**src/rtl/simple_bus_arbiter.sv**
```systemverilog
// rtl/simple_bus_arbiter.sv - two-requester register-bus arbiter with captured read response
// Optional round-robin arbitration when ARB_ROUND_ROBIN_EN is defined; fixed m0-first priority otherwise.
module simple_bus_arbiter #(
  parameter int ADDR_WIDTH = 6,
  parameter int DATA_WIDTH = 32
) (
  input  logic                  S_AXI_ACLK,
  input  logic                  S_AXI_ARESETN,
  input  logic                  m0Req,
  input  logic                  m1Req,
  input  logic                  m0We,
  input  logic                  m1We,
  input  logic [ADDR_WIDTH-1:0] m0Addr,
  input  logic [ADDR_WIDTH-1:0] m1Addr,
  input  logic [DATA_WIDTH-1:0] m0Wdata,
  input  logic [DATA_WIDTH-1:0] m1Wdata,
  output logic                  m0Gnt,
  output logic                  m1Gnt,
  output logic                  m0RspValid,
  output logic                  m1RspValid,
  input  logic                  m0RspReady,
  input  logic                  m1RspReady,
  output logic [DATA_WIDTH-1:0] rspData,
  output logic [ADDR_WIDTH-1:0] wrAddr,
  output logic [DATA_WIDTH-1:0] wrData,
  output logic                  wr,
  output logic [ADDR_WIDTH-1:0] rdAddr,
  output logic                  rd,
  input  logic [DATA_WIDTH-1:0] rdData
);

  typedef enum logic [1:0] {IDLE, ACCESS, RESP} state_t;

  state_t                  state_q, state_d;
  logic                    id_q, id_d;
  logic                    we_q, we_d;
  logic [ADDR_WIDTH-1:0]   addr_q, addr_d;
  logic [DATA_WIDTH-1:0]   wdata_q, wdata_d;
  logic [DATA_WIDTH-1:0]   rsp_data_q, rsp_data_d;
  logic                    pick_m1;
  logic                    rsp_ready;

`ifdef ARB_ROUND_ROBIN_EN
  // last_q = 1 means m1 was served last, so m0 wins the next tie
  logic last_q, last_d;
  assign pick_m1 = m1Req && (!m0Req || !last_q);
`else
  assign pick_m1 = m1Req && !m0Req;
`endif

  assign rsp_ready = id_q ? m1RspReady : m0RspReady;
  assign rspData   = rsp_data_q;

  always_comb begin
    state_d    = state_q;
    id_d       = id_q;
    we_d       = we_q;
    addr_d     = addr_q;
    wdata_d    = wdata_q;
    rsp_data_d = rsp_data_q;
`ifdef ARB_ROUND_ROBIN_EN
    last_d     = last_q;
`endif
    m0Gnt      = 1'b0;
    m1Gnt      = 1'b0;
    m0RspValid = 1'b0;
    m1RspValid = 1'b0;
    wr         = 1'b0;
    wrAddr     = '0;
    wrData     = '0;
    rd         = 1'b0;
    rdAddr     = '0;

    case (state_q)
      IDLE: begin
        if (m0Req || m1Req) begin
          m0Gnt   = !pick_m1;
          m1Gnt   = pick_m1;
          id_d    = pick_m1;
          we_d    = pick_m1 ? m1We    : m0We;
          addr_d  = pick_m1 ? m1Addr  : m0Addr;
          wdata_d = pick_m1 ? m1Wdata : m0Wdata;
          state_d = ACCESS;
        end
      end
      ACCESS: begin
        if (we_q) begin
          wr         = 1'b1;
          wrAddr     = addr_q;
          wrData     = wdata_q;
          rsp_data_d = '0;
        end else begin
          rd         = 1'b1;
          rdAddr     = addr_q;
          rsp_data_d = rdData;
        end
        state_d = RESP;
      end
      RESP: begin
        m0RspValid = !id_q;
        m1RspValid = id_q;
        if (rsp_ready) begin
`ifdef ARB_ROUND_ROBIN_EN
          last_d = id_q;
`endif
          state_d = IDLE;
        end
      end
      default: state_d = IDLE;
    endcase
  end

  always_ff @(posedge S_AXI_ACLK or negedge S_AXI_ARESETN) begin
    if (!S_AXI_ARESETN) begin
      state_q    <= IDLE;
      id_q       <= 1'b0;
      we_q       <= 1'b0;
      addr_q     <= '0;
      wdata_q    <= '0;
      rsp_data_q <= '0;
`ifdef ARB_ROUND_ROBIN_EN
      last_q     <= 1'b1;
`endif
    end else begin
      state_q    <= state_d;
      id_q       <= id_d;
      we_q       <= we_d;
      addr_q     <= addr_d;
      wdata_q    <= wdata_d;
      rsp_data_q <= rsp_data_d;
`ifdef ARB_ROUND_ROBIN_EN
      last_q     <= last_d;
`endif
    end
  end

endmodule

```
**config.mk**
```make
export PLATFORM = sky130hd
export DESIGN_NAME = simple_bus_arbiter
export DESIGN_NICKNAME = d
export VERILOG_FILES = /design/src/rtl/simple_bus_arbiter.sv
export SDC_FILE = /design/constraint.sdc
export NUM_CORES = 1
export LEC_CHECK = 0
export ABC_AREA = 0
export CAP_MARGIN = 10
export CORE_MARGIN = 10
export CORE_UTILIZATION = 30
export DETAILED_ROUTE_END_ITERATION = 8
export PLACE_DENSITY = 0.64
export SKIP_LAST_GASP = 1
export SYNTH_ARGS = -nofsm -noshare
export SYNTH_HDL_FRONTEND = slang
export SYNTH_SLANG_ARGS = --single-unit
```
**constraint.sdc**
```tcl
create_clock -name S_AXI_ACLK -period 1.85 [get_ports S_AXI_ACLK]
set_input_delay 0.2775 -clock S_AXI_ACLK [delete_from_list [all_inputs] [get_ports S_AXI_ACLK]]
set_output_delay 0.2775 -clock S_AXI_ACLK [all_outputs]
set_load 0.1 [all_outputs]
```
==> reports/results.txt <==
N_diodes = 0
Height of the die = 131 microns
Setup CP Type = register to output pin
DP Wirelength = 9390 microns
Remaining design rule violation count = 0
Multi-input gate area = 1740 sq um
Horizontal die dimension = 131 microns
First-pass GRT wire length = 19100 microns
Worst path setup slack after routing = -0.0409 ns
Initial Utilization = 30.6%
Number of max-cap violations = 0
Worst Setup End Kind = output pin
Sequential cell area fraction in the yosys report = 50.3%
Ranking of synthesized cells by area = sky130_fd_sc_hd__dfrtp_1 (50%), sky130_fd_sc_hd__mux2_2 (14%), sky130_fd_sc_hd__mux2_4 (13%)
Number of cell rows = 40
CTS root buf = sky130_fd_sc_hd__clkbuf_16
Maximum net fanout on the critical path = 20
Final Critical Period = 1.89 ns
CTS Buffer Depth = 2
Worst min path class = primary input to asynchronous set/reset pin
Reg area = 1850 sq um
DRC violation total after the first TritonRoute iteration = 102
Number of clock buffers inserted by TritonCTS = 9
Number of distinct standard cells referenced by the synthesized netlist = 21
Maximum number of pins on one net before global-route repair = 47
Port bufs = 197
Core utilization of the finished layout = 55.7%
Result of the run = finished with violations
Routed wirelength normalized by instance count = 20.2 microns
Number of clock sinks = 74
Area after detailed placement = 6310 sq um
Post-synthesis instance area = 3680 sq um
Die footprint = 17100 sq um
RD Place Congestion = 0.737
Final cell area excluding filler cells = 6690 sq um
Element type at the critical path start = register
Total placed cells including tap cells = 601
Register bit count reported by yosys = 74
Clock-pin slew on the worst setup and hold paths = 0.06 ns
Yosys warns = 0
Setup slack at placement = -0.0191 ns
Vias after detailed routing = 2973
Final Skew = 0.00469 ns
Net Count, Synth = 385
Maximum clock frequency = 529 MHz
Number of failing setup endpoints in the final timing report = 38
Placeable Area = 12000 sq um
TritonCTS clock tree = yes
Antenna viol nets, final = 0
Count of final hold-check violations = 0
Area Overhead vs Synth = 81.8%
Number of cells produced by synthesis = 269
Filler cells = 993
Vias in the first global route = 3243
Tightest Pin Transition = 0.617 ns
Area share of the largest cell type after synthesis = 50.3%
Post-detailed-route via-to-cell ratio = 4.78
Power density normalized to cell area = 1960 nW/um^2
Overflow after GRT = 0
Library cell with the largest summed area after synthesis = sky130_fd_sc_hd__dfrtp_1
RSZ-0062 raised after global routing = yes
Endpoint required time on the critical path = 1.57 ns
Period Utilization, post-route = 102%
Slew Viols, Final = 0
VDD IR-drop max = 1.12 mV
Syn Area/Cell = 13.7 sq um
Tightest slew margin relative to the limit = 58.8%
Initial antenna violation count = 0
Final hold slack = 0.501 ns
First-pass detailed-route iteration total = 4
Total routing resource utilization after global routing = 14.5%
WP data arrival = 1.61 ns
Final WL = 12600 microns
Leak pwr = 3.04 nW
Final #Nets = 586
Latest clock arrival within the worst-skew pair = 0.33 ns
# H-tree levels = 3
Violations in the final reports = negative setup slack
Total I/O pin count = 198
Final non-filler cell total = 622
Share of layout cells above drive strength 1 = 51.4%
==> worst paths after layout <==
check	start	to	slack, ns	cells after the start
setup reg to reg	state_q[0]	addr_q[4]	0.24	4
min in group S_AXI_ACLK	wdata_q[27]	wdata_q[27]	0.50	1
max in group asynchronous	S_AXI_ARESETN	rspData[25]	0.79	3
hold reg to reg	wdata_q[27]	wdata_q[27]	0.50	1
setup / recovery	state_q[1]	wrData[19]	-0.04	4
hold / removal	S_AXI_ARESETN	rspData[3]	0.50	2
==> layout by cell type, fill, tap and decap left out <==
| cell type | Yosys | routed |
|---|---|---|
| sky130_fd_sc_hd__nor2_4 | 0 | 1 |
| sky130_fd_sc_hd__dlygate4sd3_1 | 0 | 1 |
| sky130_fd_sc_hd__bufinv_16 | 0 | 1 |
| sky130_fd_sc_hd__a21oi_1 | 1 | 1 |
| sky130_fd_sc_hd__mux2_2 | 46 | 46 |
| sky130_fd_sc_hd__nand2b_4 | 1 | 1 |
| sky130_fd_sc_hd__nand2b_1 | 2 | 2 |
| sky130_fd_sc_hd__mux2_4 | 33 | 33 |
| sky130_fd_sc_hd__nor3_2 | 0 | 1 |
| sky130_fd_sc_hd__and2_2 | 0 | 1 |
| sky130_fd_sc_hd__clkinv_4 | 0 | 3 |
| sky130_fd_sc_hd__buf_16 | 0 | 1 |
| sky130_fd_sc_hd__and2b_2 | 0 | 1 |
| sky130_fd_sc_hd__clkbuf_16 | 0 | 9 |
| sky130_fd_sc_hd__inv_6 | 0 | 2 |
| sky130_fd_sc_hd__a22o_1 | 32 | 32 |
| sky130_fd_sc_hd__clkbuf_8 | 0 | 1 |
| sky130_fd_sc_hd__and3_2 | 0 | 38 |
| sky130_fd_sc_hd__dfrtp_1 | 74 | 74 |
| sky130_fd_sc_hd__buf_4 | 2 | 43 |
| sky130_fd_sc_hd__and2_4 | 0 | 6 |
| sky130_fd_sc_hd__o21ai_0 | 1 | 1 |
| sky130_fd_sc_hd__clkdlybuf4s50_1 | 0 | 114 |
| sky130_fd_sc_hd__inv_1 | 1 | 1 |
| sky130_fd_sc_hd__and2_1 | 8 | 1 |
| sky130_fd_sc_hd__nor2_1 | 4 | 4 |
| sky130_fd_sc_hd__buf_12 | 0 | 55 |
| sky130_fd_sc_hd__o21a_2 | 0 | 1 |
==> timing repair <==
item                                    in CTS  in global routing
setup buffers                                3                  0
gates resized for setup                      3                  0
endpoints found under the hold margin       26                  0
cloned                                       1                  0
endpoints found under the setup margin      46                 46
hold buffers                                 1                  0
pin swaps                                    1                  0
==> cell type report <==
class	instances	share of cell area (%)
Sequential cell	74	27.7
Multi-Input combinational cell	170	25.9
Clock inverter	6	1.10
Inverter	1	0.0561
Clock buffer	10	3.57
Timing Repair Buffer	214	38.9
Tap cell	147	2.75
==> state kept, by name (all words and copies together), names as in the netlist <==
register,count
state_q,2
rspData,32
addr_q,6
we_q,1
id_q,1
wdata_q,32
==> through the flow <==
stage / power, mW / TNS [ns]
after detailed placement: 11.2 / -0.0304
after global placement: 11.1 / 0
after floorplan: 8.68 / -0.656
final: 13.1 / -1.04
after global routing: 13.6 / -4.34
after CTS: 13.3 / -2.34
==> power breakdown <==
| group | switching [mW] | internal, mW | leakage [nW] |
|---|---|---|---|
| registers | 0.413 | 2.35 | 0.911 |
| logic | 5.43 | 3.11 | 1.98 |
| clock network | 0.708 | 1.10 | 0.154 |
==> worst max-delay path, cell delays in order (launching register included) <==
cell                      delay (ns)
sky130_fd_sc_hd__dfrtp_1        0.40
sky130_fd_sc_hd__and2b_2        0.30
sky130_fd_sc_hd__buf_12         0.18
sky130_fd_sc_hd__and3_2         0.23
sky130_fd_sc_hd__buf_12         0.18
==> cell families (layout without fill, tap and decap cells) <==
| logic type | after synthesis | after routing | synth area share [%] |
|---|---|---|---|
| AO/OA/AOI/OAI | 35 | 35 | 8.09 |
| buffers and inverters | 25 | 231 | 4.59 |
| flip-flops | 74 | 74 | 50.3 |
| multiplexers | 79 | 79 | 27.5 |
| AND/OR/NAND/NOR | 56 | 56 | 9.45 |
==> metal layers <==
layer | up-vias | part of all wire [%] | track usage [%]
met4 | 0 | 1.9 | 4.91
met5 | - | 0 | 0
li1 | 1386 | - | -
met1 | 1455 | 39 | 16.4
met2 | 116 | 51 | 24.6
met3 | 16 | 8.5 | 5.68
==> synthesized netlist by cell type, drive strengths merged <==
| cell | count |
|---|---|
| dfrtp | 74 |
| and3 | 38 |
| nor2 | 5 |
| a21oi | 1 |
| clkbuf | 9 |
| and2b | 1 |
| a22o | 32 |
| o21ai | 1 |
| inv | 1 |
| and2 | 8 |
| buf | 15 |
| mux2 | 79 |
| nand2b | 3 |
| o21a | 1 |
| nor3 | 1 |
No activity file was read; power rests on OpenSTA's default activity.
